===== src/rtl/imem_loader.sv =====
// imem_loader: packs a valid/ready byte stream into big-endian 32-bit words
// and writes them to consecutive word addresses of the instruction memory,
// starting at address 0. busy holds the processor off during a load.
module imem_loader #(
  parameter int DEPTH = 56,
  parameter int CNT_W = 6
) (
  input  logic             clk_i,
  input  logic             rst_ni,
  input  logic             start_i,
  input  logic [CNT_W-1:0] num_words_i,
  input  logic [7:0]       byte_in_i,
  input  logic             byte_valid_i,
  output logic             byte_ready_o,
  output logic             wr_en_o,
  output logic [31:0]      wr_addr_o,
  output logic [31:0]      wr_data_o,
  output logic             busy_o,
  output logic             done_o,
  output logic [CNT_W-1:0] word_idx_o
);

  typedef enum logic [1:0] {
    S_IDLE  = 2'd0,
    S_RECV  = 2'd1,
    S_WRITE = 2'd2,
    S_DONE  = 2'd3
  } state_e;

  localparam logic [CNT_W-1:0] DEPTH_C = CNT_W'(DEPTH);

  state_e           state_q, state_d;
  logic [CNT_W-1:0] target_q, target_d;
  logic [CNT_W-1:0] word_idx_q, word_idx_d;
  logic [1:0]       byte_cnt_q, byte_cnt_d;
  logic [31:0]      shreg_q, shreg_d;

  logic [CNT_W-1:0] word_nxt;
  logic             byte_acc;

  assign word_nxt = word_idx_q + CNT_W'(1);
  assign byte_acc = (state_q == S_RECV) && byte_valid_i;

  // State and datapath registers; reset drops any partial word
  always_ff @(posedge clk_i or negedge rst_ni) begin
    if (!rst_ni) begin
      state_q    <= S_IDLE;
      target_q   <= '0;
      word_idx_q <= '0;
      byte_cnt_q <= '0;
      shreg_q    <= '0;
    end else begin
      state_q    <= state_d;
      target_q   <= target_d;
      word_idx_q <= word_idx_d;
      byte_cnt_q <= byte_cnt_d;
      shreg_q    <= shreg_d;
    end
  end

  // Next-state and datapath update
  always_comb begin
    state_d    = state_q;
    target_d   = target_q;
    word_idx_d = word_idx_q;
    byte_cnt_d = byte_cnt_q;
    shreg_d    = shreg_q;
    unique case (state_q)
      S_IDLE, S_DONE: begin
        if (start_i) begin
          // Saturate so the address can never run past the memory
          target_d   = (num_words_i > DEPTH_C) ? DEPTH_C : num_words_i;
          word_idx_d = '0;
          byte_cnt_d = '0;
          state_d    = (target_d == '0) ? S_DONE : S_RECV;
        end
      end
      S_RECV: begin
        if (byte_acc) begin
          // First byte of a word ends up in [31:24]
          shreg_d    = {shreg_q[23:0], byte_in_i};
          byte_cnt_d = byte_cnt_q + 2'd1;
          if (byte_cnt_q == 2'd3) state_d = S_WRITE;
        end
      end
      S_WRITE: begin
        // start is not looked at here, including on the final write
        word_idx_d = word_nxt;
        state_d    = (word_nxt == target_q) ? S_DONE : S_RECV;
      end
      default: state_d = S_IDLE;
    endcase
  end

  // Moore outputs; address/data are zero outside the write cycle
  always_comb begin
    byte_ready_o = 1'b0;
    wr_en_o      = 1'b0;
    wr_addr_o    = '0;
    wr_data_o    = '0;
    busy_o       = 1'b0;
    done_o       = 1'b0;
    word_idx_o   = word_idx_q;
    unique case (state_q)
      S_RECV: begin
        byte_ready_o = 1'b1;
        busy_o       = 1'b1;
      end
      S_WRITE: begin
        wr_en_o   = 1'b1;
        busy_o    = 1'b1;
        wr_addr_o = 32'({word_idx_q, 2'b00});
        wr_data_o = shreg_q;
      end
      S_DONE:  done_o = 1'b1;
      default: ;
    endcase
  end

endmodule

===== config.mk =====
export PLATFORM = sky130hd
export DESIGN_NAME = imem_loader
export DESIGN_NICKNAME = d
export VERILOG_FILES = /design/src/rtl/imem_loader.sv
export SDC_FILE = /design/constraint.sdc
export NUM_CORES = 1
export LEC_CHECK = 0
export CAP_MARGIN = 5
export CORE_ASPECT_RATIO = 1.2
export CORE_UTILIZATION = 40
export CTS_CLUSTER_SIZE = 14
export DETAILED_ROUTE_END_ITERATION = 7
export PLACE_DENSITY_LB_ADDON = 0.05
export SETUP_SLACK_MARGIN = 0.2
export SLEW_MARGIN = 20
export SYNTH_ARGS = -nofsm -noshare
export SYNTH_HDL_FRONTEND = slang
export SYNTH_SLANG_ARGS = --single-unit

===== constraint.sdc =====
create_clock -name clk_i -period 1.6 [get_ports clk_i]
set_input_delay 0.32 -clock clk_i [delete_from_list [all_inputs] [get_ports clk_i]]
set_output_delay 0.32 -clock clk_i [all_outputs]
set_load 0.01 [all_outputs]

Yosys cells after proc, flatten, opt, wreduce, memory -nomap -nowiden
Index checks and enable logic that the tools add are counted.
{ "classes": {"div": 0, "n_lt_le_gt_ge": 1, "multipliers": 0, "mux": 18, "eq_ne": 8, "n_reduce_logical": 12, "n_bitwise": 0, "n_addsub": 2, "n_shift": 0} }
{ "ops": {"columns": ["operator", "count"], "rows": [
  ["$mux W32", 1],
  ["$mux W2", 7],
  ["$mux W6", 2],
  ["$pmux W6 S2", 1],
  ["$mux W8", 1],
  ["$add A6 B1 Y6 const B", 1],
  ["$eq A2 B2 Y1 const B", 3],
  ["$eq A6 B6 Y1", 1],
  ["$gt A6 B6 Y1 const B", 1],
  ["$logic_not A6 Y1", 1],
  ["$pmux W2 S3", 1],
  ["$reduce_and A2 Y1", 3],
  ["$reduce_and A3 Y1", 2],
  ["$mux W1", 4],
  ["$ne A2 B2 Y1 const B", 2],
  ["$pmux W2 S2", 1],
  ["$reduce_bool A2 Y1", 2],
  ["$reduce_or A2 Y1", 2],
  ["$add A2 B1 Y2 const B", 1],
  ["$eq A2 B1 Y1 const B", 1],
  ["$logic_not A2 Y1", 1],
  ["$ne A2 B1 Y1 const B", 1],
  ["$logic_and A1 B1 Y1", 1]
]} }
{ "word_totals": {"ff_bits": 48, "latch_bits": 0, "inputBits": 18, "memories": 0, "ram_bits": 0, "rom_bits": 0, "elab_cells": 46} }

Logic depth before layout (Yosys ltp)
Gate-level depths: netlist (run 1).
{ "logic_depth": {"ltp_word": 6, "ltp_mapped": 7, "ltp_nobuf": 7} }

Least setup slack after synthesis (run 1)
No wires, ideal clock.
{ "synth_path": {"path_type": "register to output", "start": "register state_q[0]", "end": "output port wr_addr_o[2]", "required_time_ns": 1.280, "n_path_buf": 2, "arrival_time_ns": 1.348, "stages_incl_launch_ff": 6, "path_slack_ns": -0.068, "path_cell_list": "dfrtp_1 inv_1 ha_1 clkbuf_1 clkbuf_1 and2_1"} }
{ "synth_between": {"elab_chain_len": 2} }
{ "synth_lines": {"columns": ["element", "line", "rtl"], "rows": [
  ["from (decl)", "32", "state_e state_q, state_d;"],
  ["from (signal assigned)", "53", "state_q <= state_d;"],
  ["$eq A2 B2 Y1", "104", "unique case (state_q)"],
  ["$mux W8", "104", null],
  ["to (decl)", "16", "output logic [31:0] wr_addr_o,"]
]} }
Every way passes these cells.

Worst setup path in the final report (run 1)
{ "layout_path": {"start": "register state_q[1]", "end": "output port wr_data_o[1]"} }
{ "layout_between": {"elab_chain_len": 2} }
{ "layout_lines": {"columns": ["element", "line", "rtl"], "rows": [
  ["$eq A2 B2 Y1", "104", null],
  ["$mux W32", "104", null],
  ["to (decl)", "17", "output logic [31:0] wr_data_o,"]
]} }
Every way passes these cells.

==> flow_summary.ini, run 1 <==
[status]
outcome = finished with violations
violations = hold timing, setup timing

[detailed_routing]
final_antenna_net_count = 0
wl_per_cell_um = 14.4
via_count = 2042
dr.pass1.iters = 4
drc = 0
drtIter0Drc = 98
viasPerCell = 4.69
wl_um = 6270

[clocking]
cts_made_buffers = 5
clk_latency_ps = 290
cts_max_level = 2
clock-sinks = 48
clockRootBuffer = clkbuf_8
ctsHoldBuffers = 0
cts_tree = built
cts.path.max_buffers = 2
clkSlewWorstSetupHoldPaths_ps = 90

[yosys]
yosysWarnings = 0
synth-edff-count = 0
ys.flop_type = dfrtp_1
seq_area_frac_synth = 0.462
ys_seq_elements = 48
syn_area_per_cell_um2 = 10.8
syn_area_um2 = 2600
synth_top_area_share = 0.462
syn_inst = 240
synthTopCellsByArea = dfrtp_1 (46%), mux2_2 (14%), and2_1 (9.1%), buf_4 (7.8%), ha_1 (2.9%)
synth_top_cell_by_area = dfrtp_1
synth.distinct_cells = 32
async_flop_share = 1.00

[timing]
period_share = 1.10
slew_viol_final = 0
postLayoutSetupSlackWorst_ps = -160
setup_viol = 73
grt_setup_unrepaired = true
fmax_mhz = 568
fin_crit_ps = 1760
fin_skew_ps = 6.83
hold_ws_ps = -5.74
tns_ps = -9060
hold_viol = 3

[placed_design]
place_area_um2 = 3610
place_inst = 401
dpl_worst_slack_ps = -169
place.gp.congestion = 0.763
io_buffers = 65
dpl.hpwl_um = 3790

[die]
dieHeight_um = 90.3
start_util = 0.421
die_w_um = 75.6
dieArea_um2 = 6820
rows = 31
num_io_pins = 92
core_area_um2 = 6170

[power]
p_leak_nw = 2.06
power_mw = 7.60
ir_drop_v = 0.000938
power_density_nw_per_um2 = 1790

[grt]
grt_pass1_vias = 2093
overflow = 0
grt_pass1_wl_um = 10200
grt_use_total = 0.195
grt_max_degree = 49
antenna_found_initial = 0

[setup_path]
reg2reg_slack_ps = -150
rr_worst_depth = 9
cp-startpoint = state_q[1]$_DFFE_PN0P_
cp-start-kind = flop
endpoint = wr_data_o[1]
worst_r2r_endpoint = shreg_q[2]$_DFFE_PN0P_
crit_path_end_kind = output port
worstPathRequired_ps = 1280
arrival_ps = 1440
path_max_fanout = 6
crit-reg2reg-launch = state_q[1]$_DFFE_PN0P_
critPathKind = flop to output port

[cells_and_area]
final_common_cell = buf_6
stdcell_area_um2 = 4250
fin_cells = 435
num-nets-final = 376
syn_to_final_growth_pct = 63.5
drive_gt1_frac = 0.544
diodes = 0
nFillCells = 483
final_util = 0.689
final_cell_mix = buf_6 (51), dfrtp_1 (46), and2_4 (38)

[run]
max_cap_viol_count = 0

[worst_hold_path]
hp-class = input pin to asynchronous set/reset pin
==> routing by layer <==
layer	wire length, um	GRT usage	share of wire
met5	0	0	0
met3	241	0.0391	0.038
met4	76	0.0432	0.012
met2	3150	0.324	0.50
met1	2810	0.259	0.45
==> cell families (layout without fill, tap and decap cells) <==
family | Yosys count | after routing | share of synthesized area
adders and majority gates | 6 | 6 | 0.0289
and+or+nand+nor | 71 | 71 | 0.151
buffers and inverters | 41 | 129 | 0.100
AOI/OAI and AO/OA | 28 | 28 | 0.0698
DFF | 48 | 48 | 0.462
muxes | 37 | 37 | 0.159
other | 1 | 26 | 0.00144
xor gates and xnor gates | 8 | 8 | 0.0270
==> synthesized netlist by cell type (2+ instances only) <==
| library cell | number |
|---|---|
| buf_4 | 27 |
| mux2i_1 | 2 |
| mux2_2 | 32 |
| o21ai_0 | 11 |
| clkbuf_1 | 5 |
| a21o_1 | 3 |
| and2_1 | 38 |
| nor3_1 | 3 |
| o21ai_1 | 2 |
| xnor2_1 | 4 |
| nand2_1 | 15 |
| nand3_1 | 7 |
| mux2_1 | 3 |
| nor2_1 | 2 |
| ha_1 | 6 |
| dfrtp_1 | 48 |
| a21oi_1 | 3 |
| inv_1 | 4 |
| xor2_1 | 4 |
| a22o_1 | 6 |
| buf_2 | 4 |
==> state kept, by name, indices dropped and copies added, names as in the netlist <==
signal and count:
shreg_q 32, target_q 6, word_idx_o 6, byte_cnt_q 2, state_q 2
==> worst min-delay path by stage <==
stage | slack, ps | endpoint
global route | 9 | target_q[3]$_DFFE_PN0P_
global placement | 330 | target_q[5]$_DFFE_PN0P_
floorplan | 20 | byte_cnt_q[0]$_DFFE_PN0P_
detailed placement | 330 | word_idx_o[3]$_DFFE_PN0P_
CTS | 6 | target_q[0]$_DFFE_PN0P_
finish | -6 | word_idx_o[3]$_DFFE_PN0P_
==> worst max-delay path: stages (launching register included) <==
cell       delay, ps
dfrtp_1          430
ha_4             200
buf_6            130
clkbuf_16        140
and2_4           130
buf_6            110
==> layout make-up <==
| class | instances | area [um2] | share of cell area |
|---|---|---|---|
| clock buffers | 6 | 72.6 | 0.0171 |
| clock inverters | 2 | 35.0 | 0.00825 |
| inverters | 5 | 23.8 | 0.00560 |
| multi-input cells | 176 | 1450 | 0.342 |
| flip-flops and latches | 48 | 1200 | 0.283 |
| well taps | 82 | 103 | 0.0242 |
| repair buffers | 116 | 1360 | 0.319 |
==> what timing repair did <==
item                                    4_1_cts  5_1_grt
gates resized for setup                     245       10
pin swaps                                     6        6
buffers inserted                             16        3
endpoints found under the setup margin       90       91
gates cloned                                  5        2
==> where the power goes <==
group / leakage [nW] / total, mW / internal [mW] / switching, mW
logic: 1.42 / 4.56 / 2.78 / 1.78
clock network: 0.0552 / 0.864 / 0.464 / 0.399
registers: 0.584 / 2.17 / 1.78 / 0.394
total: 2.06 / 7.60 / 5.02 / 2.57
(Power assumes the default switching activity.)
==> run 2: changes to the inputs <==
CTS_CLUSTER_SIZE = default   (was 14)
==> results of run 2 <==
The final DEF is identical to that of run 1; final timing and power are the same.
